<file path="config.mk">
export PLATFORM = sky130hd
export DESIGN_NAME = id_stage_flat
export DESIGN_NICKNAME = d
export VERILOG_FILES = /design/src/rtl/id_if.sv /design/src/rtl/id_stage.sv /design/src/flat_wrapper.sv
export SDC_FILE = /design/constraint.sdc
export NUM_CORES = 2
export LEC_CHECK = 0
export BUFFER_PORTS_ARGS = -buffer_cell sky130_fd_sc_hd__buf_2
export CAP_MARGIN = 10
export CORE_AREA = 5 5 304 306
export CTS_CLUSTER_SIZE = 14
export DETAILED_ROUTE_END_ITERATION = 12
export DIE_AREA = 0 0 309 311
export PLACE_DENSITY = 0.88
export SLEW_MARGIN = 10
export SYNTH_ARGS = -nofsm -noshare
export SYNTH_HDL_FRONTEND = slang
export SYNTH_SLANG_ARGS = --single-unit
</file>
<file path="constraint.sdc">
create_clock -name clk -period 3.5 [get_ports clk]
set_clock_uncertainty 0.05 [all_clocks]
set_input_delay 0.35 -clock clk [delete_from_list [all_inputs] [get_ports clk]]
set_output_delay 0.35 -clock clk [all_outputs]
set_load 0.05 [all_outputs]
</file>
<file path="src/rtl/id_if.sv">
// Decode-stage bus: fetch/hazard/write-back inputs and the ID/EX register outputs.
// The slave modport is the decode stage's view; master is the driver's view.
interface id_if;
  logic        freeze;
  logic        flush;
  logic [31:0] pc_in;
  logic [31:0] instruction;
  logic        wb_en;
  logic [4:0]  wb_dest;
  logic [31:0] wb_value;

  logic [31:0] pc_out;
  logic [3:0]  exe_cmd;
  logic        mem_r_en;
  logic        mem_w_en;
  logic        wb_en_out;
  logic [1:0]  br_type;
  logic [31:0] val1;
  logic [31:0] val2;
  logic [31:0] reg2;
  logic [4:0]  dest;
  logic [4:0]  src1;
  logic [4:0]  src2;
  logic        two_src;

  modport slave (
    input  freeze, flush, pc_in, instruction, wb_en, wb_dest, wb_value,
    output pc_out, exe_cmd, mem_r_en, mem_w_en, wb_en_out, br_type,
           val1, val2, reg2, dest, src1, src2, two_src
  );

  modport master (
    output freeze, flush, pc_in, instruction, wb_en, wb_dest, wb_value,
    input  pc_out, exe_cmd, mem_r_en, mem_w_en, wb_en_out, br_type,
           val1, val2, reg2, dest, src1, src2, two_src
  );
endinterface

</file>
<file path="src/rtl/id_stage.sv">
// Instruction decode: opcode decode, 2R/1W register file with write-back bypass,
// immediate sign extension and the ID/EX pipeline register.
module id_stage #(
  parameter int REG_COUNT = 32
) (
  input logic clk,
  input logic rst,
  id_if.slave bus
);
  localparam int DATA_W = 32;

  function automatic logic signed [DATA_W-1:0] sext16(input logic signed [15:0] imm);
    return {{(DATA_W-16){imm[15]}}, imm};
  endfunction

  logic [5:0]  opcode;
  logic [4:0]  rs, rt, rd;
  logic [15:0] imm;

  assign opcode = bus.instruction[31:26];
  assign rs     = bus.instruction[25:21];
  assign rt     = bus.instruction[20:16];
  assign rd     = bus.instruction[15:11];
  assign imm    = bus.instruction[15:0];

  logic [DATA_W-1:0] rf [REG_COUNT];
  logic              wb_live;
  logic [DATA_W-1:0] rs_val, rt_val;

  assign wb_live = bus.wb_en && (bus.wb_dest != 5'd0);

  // r0 always reads zero; a write landing this cycle is forwarded to the reader
  always_comb begin
    rs_val = '0;
    rt_val = '0;
    if (rs != 5'd0) rs_val = (wb_live && bus.wb_dest == rs) ? bus.wb_value : rf[rs];
    if (rt != 5'd0) rt_val = (wb_live && bus.wb_dest == rt) ? bus.wb_value : rf[rt];
  end

  always_ff @(posedge clk) begin
    if (rst) begin
      for (int i = 0; i < REG_COUNT; i++) rf[i] <= '0;
    end else if (wb_live) begin
      rf[bus.wb_dest] <= bus.wb_value;
    end
  end

  logic [3:0]        cmd_d;
  logic              mr_d, mw_d, wb_d, rtype_d;
  logic [1:0]        br_d;
  logic [4:0]        dest_d;
  logic [DATA_W-1:0] val2_d;

  always_comb begin
    cmd_d   = 4'b0000;
    mr_d    = 1'b0;
    mw_d    = 1'b0;
    wb_d    = 1'b0;
    rtype_d = 1'b0;
    br_d    = 2'd0;
    case (opcode)
      6'b000001: begin rtype_d = 1'b1; cmd_d = 4'b0000; end
      6'b000011: begin rtype_d = 1'b1; cmd_d = 4'b0010; end
      6'b000101: begin rtype_d = 1'b1; cmd_d = 4'b0100; end
      6'b000110: begin rtype_d = 1'b1; cmd_d = 4'b0101; end
      6'b000111: begin rtype_d = 1'b1; cmd_d = 4'b0110; end
      6'b001000: begin rtype_d = 1'b1; cmd_d = 4'b0111; end
      6'b001001: begin rtype_d = 1'b1; cmd_d = 4'b1000; end
      6'b001010: begin rtype_d = 1'b1; cmd_d = 4'b1000; end
      6'b001011: begin rtype_d = 1'b1; cmd_d = 4'b1001; end
      6'b001100: begin rtype_d = 1'b1; cmd_d = 4'b1010; end
      6'b100000: begin wb_d = 1'b1; cmd_d = 4'b0000; end
      6'b100001: begin wb_d = 1'b1; cmd_d = 4'b0010; end
      6'b100100: begin wb_d = 1'b1; mr_d = 1'b1; end
      6'b100101: mw_d = 1'b1;
      6'b101000: br_d = 2'd1;
      6'b101001: br_d = 2'd2;
      6'b101010: br_d = 2'd3;
      default: ;
    endcase
    if (rtype_d) wb_d = 1'b1;
    dest_d = rtype_d ? rd : (wb_d ? rt : 5'd0);
    val2_d = rtype_d ? rt_val : DATA_W'(sext16(imm));
  end

  assign bus.src1    = rs;
  assign bus.src2    = rt;
  assign bus.two_src = rtype_d || mw_d || (br_d == 2'd2);

  logic [DATA_W-1:0] pc_p1, val1_p1, val2_p1, reg2_p1;
  logic [3:0]        cmd_p1;
  logic              mr_p1, mw_p1, wb_p1;
  logic [1:0]        br_p1;
  logic [4:0]        dest_p1;

  // ID/EX boundary: reset, flush and freeze all load a full zero bubble
  always_ff @(posedge clk) begin
    if (rst || bus.flush || bus.freeze) begin
      pc_p1   <= '0;
      cmd_p1  <= '0;
      mr_p1   <= 1'b0;
      mw_p1   <= 1'b0;
      wb_p1   <= 1'b0;
      br_p1   <= '0;
      val1_p1 <= '0;
      val2_p1 <= '0;
      reg2_p1 <= '0;
      dest_p1 <= '0;
    end else begin
      pc_p1   <= bus.pc_in;
      cmd_p1  <= cmd_d;
      mr_p1   <= mr_d;
      mw_p1   <= mw_d;
      wb_p1   <= wb_d;
      br_p1   <= br_d;
      val1_p1 <= rs_val;
      val2_p1 <= val2_d;
      reg2_p1 <= rt_val;
      dest_p1 <= dest_d;
    end
  end

  assign bus.pc_out    = pc_p1;
  assign bus.exe_cmd   = cmd_p1;
  assign bus.mem_r_en  = mr_p1;
  assign bus.mem_w_en  = mw_p1;
  assign bus.wb_en_out = wb_p1;
  assign bus.br_type   = br_p1;
  assign bus.val1      = val1_p1;
  assign bus.val2      = val2_p1;
  assign bus.reg2      = reg2_p1;
  assign bus.dest      = dest_p1;
endmodule

</file>
<file path="src/flat_wrapper.sv">
// flat-port wrapper written by rule: the top's interface ports become plain ports
module id_stage_flat 
#(
  parameter int REG_COUNT = 32
)
  (clk, rst, bus_freeze, bus_flush, bus_pc_in, bus_instruction, bus_wb_en, bus_wb_dest, bus_wb_value, bus_pc_out, bus_exe_cmd, bus_mem_r_en, bus_mem_w_en, bus_wb_en_out, bus_br_type, bus_val1, bus_val2, bus_reg2, bus_dest, bus_src1, bus_src2, bus_two_src);
  id_if bus_i ();
  input logic clk;
  input logic rst;
  input wire logic [$bits(bus_i.freeze)-1:0] bus_freeze;
  input wire logic [$bits(bus_i.flush)-1:0] bus_flush;
  input wire logic [$bits(bus_i.pc_in)-1:0] bus_pc_in;
  input wire logic [$bits(bus_i.instruction)-1:0] bus_instruction;
  input wire logic [$bits(bus_i.wb_en)-1:0] bus_wb_en;
  input wire logic [$bits(bus_i.wb_dest)-1:0] bus_wb_dest;
  input wire logic [$bits(bus_i.wb_value)-1:0] bus_wb_value;
  output wire logic [$bits(bus_i.pc_out)-1:0] bus_pc_out;
  output wire logic [$bits(bus_i.exe_cmd)-1:0] bus_exe_cmd;
  output wire logic [$bits(bus_i.mem_r_en)-1:0] bus_mem_r_en;
  output wire logic [$bits(bus_i.mem_w_en)-1:0] bus_mem_w_en;
  output wire logic [$bits(bus_i.wb_en_out)-1:0] bus_wb_en_out;
  output wire logic [$bits(bus_i.br_type)-1:0] bus_br_type;
  output wire logic [$bits(bus_i.val1)-1:0] bus_val1;
  output wire logic [$bits(bus_i.val2)-1:0] bus_val2;
  output wire logic [$bits(bus_i.reg2)-1:0] bus_reg2;
  output wire logic [$bits(bus_i.dest)-1:0] bus_dest;
  output wire logic [$bits(bus_i.src1)-1:0] bus_src1;
  output wire logic [$bits(bus_i.src2)-1:0] bus_src2;
  output wire logic [$bits(bus_i.two_src)-1:0] bus_two_src;
  assign bus_i.freeze = bus_freeze;
  assign bus_i.flush = bus_flush;
  assign bus_i.pc_in = bus_pc_in;
  assign bus_i.instruction = bus_instruction;
  assign bus_i.wb_en = bus_wb_en;
  assign bus_i.wb_dest = bus_wb_dest;
  assign bus_i.wb_value = bus_wb_value;
  assign bus_pc_out = bus_i.pc_out;
  assign bus_exe_cmd = bus_i.exe_cmd;
  assign bus_mem_r_en = bus_i.mem_r_en;
  assign bus_mem_w_en = bus_i.mem_w_en;
  assign bus_wb_en_out = bus_i.wb_en_out;
  assign bus_br_type = bus_i.br_type;
  assign bus_val1 = bus_i.val1;
  assign bus_val2 = bus_i.val2;
  assign bus_reg2 = bus_i.reg2;
  assign bus_dest = bus_i.dest;
  assign bus_src1 = bus_i.src1;
  assign bus_src2 = bus_i.src2;
  assign bus_two_src = bus_i.two_src;
  id_stage #(.REG_COUNT(REG_COUNT)) u_core (.clk(clk), .rst(rst), .bus(bus_i));
endmodule
</file>
== After elaboration in Yosys (flattened, before gate mapping) ==
Memory sizes are Yosys's and may differ from the RTL's. A register that Yosys moved wholly into a read port is not among the register bits.
Index checks and enable logic that the tools add are counted.
Word-level totals
  flip-flop bits (word level): 110
  memory bits (writable): 1024
  output and inout port bits: 153
  logic and storage cells: 65
  memories: 1
Cells by class
  equal/unequal tests: 19
  mux-type cells: 20
  bitwise logic cells: 1
  reductions and logical operators: 15
Memories
  u_core.rf: words 32, bits a word 32, rd ports 2, clocked after Yosys merged registers in 1, write ports 32, line id_stage.sv:26  | logic [DATA_W-1:0] rf [REG_COUNT];
Operators by type and width (number)
  two-way mux 32 bit: 4
  equality test 6 bit (second input constant): 7
  case mux 4 bit (8 select lines): 1
  OR reduction 32 bit: 1
  equality test 6 x 4 -> 1 bit (second input constant): 5
  equality test 6 x 3 -> 1 bit (second input constant): 3
  two-way mux 5 bit: 3
  nonzero test 5 bit: 3
  two-way mux 1 bit: 11
  OR reduction 10 bit: 1
  equality test 6 x 1 -> 1 bit (second input constant): 1
  equality test 6 x 2 -> 1 bit (second input constant): 1
  case mux 2 bit (3 select lines): 1
  OR reduction 2 bit: 3
  equality test 5 bit: 1
  logical OR 1 bit: 4
  OR reduction 3 bit: 1
  equality test 2 bit (second input constant): 1
  logical AND 1 bit: 2
  inverter 1 bit: 1

== Longest topological paths before layout ==
  word-level depth: 7
  mapped depth: 11

== Least setup slack after synthesis ==
OpenSTA, ideal clock, no wires.
  path type: input-to-reg
  from: input bus_wb_dest[2]
  to: memory u_core.rf[12][0], enable pin
  arrival time: 1.938 ns
  required time: 3.075 ns
  setup slack: 1.138 ns
  stages: 7
  path buffers: 3
  cells stage by stage: buf_2 or3_4 clkbuf_1 nand4bb_1 buf_2 nor2_1 or2_2
RTL lines
  start: declaration: line flat_wrapper.sv:15  | input wire logic [$bits(bus_i.wb_dest)-1:0] bus_wb_dest;
  end: declaration: line id_stage.sv:26

== Final worst setup path ==
  from: input bus_instruction[18]
  to: register u_core.val2_p1[11], in the netlist u_core.bus.val2[11]
Between the ends
  cells in the longest elaborated chain, start to end: 5
  elaborated cells between the ends (all ways): 7
Ends and longest elaborated chain
  start: declaration: line flat_wrapper.sv:13  | input wire logic [$bits(bus_i.instruction)-1:0] bus_instruction;
  branches (longest 3 deep; another with memory read (32 x 32 bit))
  two-way mux 32 bit *: line id_stage.sv:37  | if (rt != 5'd0) rt_val = (wb_live && bus.wb_dest == rt) ? bus.wb_value : rf[rt];
  two-way mux 32 bit *: line id_stage.sv:83  | val2_d = rtype_d ? rt_val : DATA_W'(sext16(imm));
  end signal: assignment: line id_stage.sv:117  | val2_p1 <= val2_d;
  end: declaration: line id_stage.sv:90  | logic [DATA_W-1:0] pc_p1, val1_p1, val2_p1, reg2_p1;
Every way passes the cells marked *.
A chain may end at the register's enable or synchronous reset.

==> results.sh <==
export IMPL_outcome="completed"
export IMPL_grt_usage_pct=40.3
export IMPL_fp_dieW_um=309
export IMPL_placed_cells=5458
export IMPL_synth_largest_area_cell="edfxtp_1"
export IMPL_grt_ovfl_total=0
export IMPL_powerDensity_nw_per_um2=494
export IMPL_cp_slowest_cell="o22ai_1"
export IMPL_syn_inst=4310
export IMPL_place_detailed_hpwl_mm=118
export IMPL_worstPathRequired_ps=4020
export IMPL_power_leakage_uw=0.0233
export IMPL_cts_buffer_depth=3
export IMPL_die_y_um=311
export IMPL_synth_top_area_share_pct=52.0
export IMPL_yosysMostFrequentCell="edfxtp_1"
export IMPL_clock_latency_ps=710
export IMPL_hold_path_class="input pin to flop"
export IMPL_netlist_top_cells_count="edfxtp_1, nor3_1, and2_1"
export IMPL_crit_path_start_kind="input pin"
export IMPL_port_buffers=258
export IMPL_core_um2=89300
export IMPL_synth_area_um2=59200
export IMPL_max_clock_freq_ghz=0.343
export IMPL_grt_max_degree=137
export IMPL_muxShareOfSynthArea_pct=19.4
export IMPL_syn_avg_cell_area_um2=13.7
export IMPL_cts_buffers=114
export IMPL_layoutNonFillerInstCount=5749
export IMPL_worst_r2r_setup_slack_ps=880
export IMPL_layout_drive_gt1_share_pct=23.0
export IMPL_fin_crit_ps=2920
export IMPL_synth_edf_count=1024
export IMPL_path_max_fanout=15
export IMPL_synth_xor_area_share_pct=0.178
export IMPL_clkSlewWorstSetupHoldPaths_ps=60
export IMPL_worst_pin_slew_ps=1330
export IMPL_htreeDepth=3
export IMPL_setup_viol=0
export IMPL_wl_per_cell_um=34.5
export IMPL_fillers=4953
export IMPL_dieArea_um2=96100
export IMPL_via_per_inst=7.79
export IMPL_regArea_um2=33600
export IMPL_ys_seq_area_share_pct=56.8
export IMPL_first_pass_iters=12
export IMPL_grt_pass1_vias=44400
export IMPL_synth_area_leaders="edfxtp_1, mux4_2, mux2i_1"
export IMPL_synth_simple_area_share_pct=13.1
export IMPL_ys_warn_count=0
export IMPL_cts_sinks=1166
export IMPL_antenna_found_initial=9
export IMPL_max_cap_violations=0
export IMPL_cp_end_kind="flop"
export IMPL_maxSlewHeadroom_pct=11.3
export IMPL_grt_setup_unrepaired="no"
export IMPL_async_reset_ff_share_pct=0
export IMPL_slowest_delay_ps=990
export IMPL_vias=44800
export IMPL_period_share_pct=83.3
export IMPL_rows=110
export IMPL_routabilityCongestion=0.931
export IMPL_post_route_drc_count=0
export IMPL_path_class="input pin to flop"
export IMPL_area_growth_pct=11.7
export IMPL_hold_violations=0
export IMPL_multi_input_area_um2=23200
export IMPL_synth_compound_area_share_pct=6.23
export IMPL_synth_top_family_by_area="multiplexers"
export IMPL_crit_arrival_ps=3440
export IMPL_path_cells="buf_2 > buf_4 > nand3b_1 > o22ai_1 > nor4_1 > and3_1 > a221o_1"
export IMPL_synth_fa_ha_area_share_pct=0
export IMPL_pin_count=259
export IMPL_drtIter0Drc=9317
export IMPL_synth_flop_cell="edfxtp_1"
export IMPL_drtAntennaViolNets=0
export IMPL_nNetsFinal=4575
export IMPL_power_total_uw=32600
export IMPL_synth_distinct_cells=61
export IMPL_final_max_slew_violation_count=0
export IMPL_wl_mm=198
export IMPL_max_vdd_ir_drop_uv=433
export IMPL_start_util_pct=66.2
export IMPL_ys_ff_latch=1166
export IMPL_cts_tree="built"
export IMPL_root_buffer="clkbuf_16"
export IMPL_grt_pass1_wl_mm=288
worst max-delay path, delay by kind of cell:
kind	cells	cell delay [ps]
simple gates	3	1270
compound gates	2	1270
buf+inv	2	520
flip-flops by register name (all words and copies together) (netlist names):
signal and cells:
u_core.bus.br_type 2, u_core.bus.dest 5, u_core.bus.exe_cmd 4, u_core.bus.mem_r_en 1, u_core.bus.mem_w_en 1, u_core.bus.pc_out 32
u_core.bus.reg2 32, u_core.bus.val1 32, u_core.bus.val2 32, u_core.bus.wb_en_out 1, u_core.rf 1024
where the power goes:
part	switching (uW)	total, uW	internal [uW]
Clock	5320	12200	6830
Combinational	2660	4170	1510
Sequential	442	16300	15800
stage by stage:
step	utilization, %	setup slack (ps)	setup TNS (ps)	area, um2	hold slack, ps
after floorplan	-	1140	0	59300	377
after global placement	69.1	-32.4	-32.4	61700	503
after detailed placement	69.1	-166	-166	61700	502
after CTS	73.9	479	0	66000	2.33
after global routing	74.0	689	0	66100	57.2
final	74.0	584	0	66100	38.5
placed cells by master, fill, tap and decap left out, types with 22 or more instances in the layout:
| master | instances |
|---|---|
| nor2_1 | 81 |
| conb_1 | 32 |
| buf_12 | 47 |
| o21ai_0 | 40 |
| a221o_1 | 29 |
| a211oi_1 | 83 |
| edfxtp_1 | 1024 |
| nor2b_1 | 68 |
| nand3_1 | 22 |
| dfxtp_1 | 142 |
| a22oi_1 | 136 |
| clkbuf_16 | 117 |
| and2_1 | 499 |
| mux2i_1 | 323 |
| buf_4 | 142 |
| buf_2 | 251 |
| clkbuf_1 | 36 |
| o22ai_1 | 97 |
| nor3_1 | 534 |
| mux4_2 | 358 |
| or2_2 | 35 |
| nand2_1 | 97 |
| dlygate4sd3_1 | 69 |
logic make-up after synthesis:
kind of cell | count (synthesis)
AOI/OAI and AO/OA | 496
xor gates and xnor gates | 12
buffers and inverters | 523
DFF | 1166
muxes | 698
other | 1
and+or+nand+nor | 1414
area by class of cell:
| type | instances | area share, % |
|---|---|---|
| repair buffers | 516 | 6.17 |
| well taps | 1176 | 2.23 |
| multi-input cells | 2652 | 35.2 |
| diodes | 7 | 0.0265 |
| clock inverters | 42 | 0.498 |
| inverters | 19 | 0.108 |
| clock buffers | 171 | 4.99 |
| flip-flops and latches | 1166 | 50.8 |
metal layers:
metal	vias up	routed length, um	share of wire, %	GRT usage (%)
met5	-	38	0.019	0
met4	6	16200	8.1	24.3
met3	1267	36700	18	16.5
met2	5144	86500	44	59.3
met1	21300	59100	30	50.4
li1	17000	-	-	-
path summary, 6_finish.rpt:
check                       from             endpoint  cells after the start
min          bus_instruction[26]  u_core.bus.mem_w_en                      3
max reg2reg      u_core.rf[1][1]   u_core.bus.val1[1]                      6
min reg2reg     u_core.rf[30][3]   u_core.bus.val1[3]                      3
max          bus_instruction[18]  u_core.bus.val2[11]                      7
what timing repair did:
| item | in CTS | in global routing |
|---|---|---|
| resized for setup | 0 | 0 |
| buffers inserted | 0 | 0 |
| setup endpoints to repair | 0 | 0 |
| endpoints found under the hold margin | 87 | 0 |
| hold buffers | 69 | 0 |
Note: power is estimated with default switching activity, not from simulation.
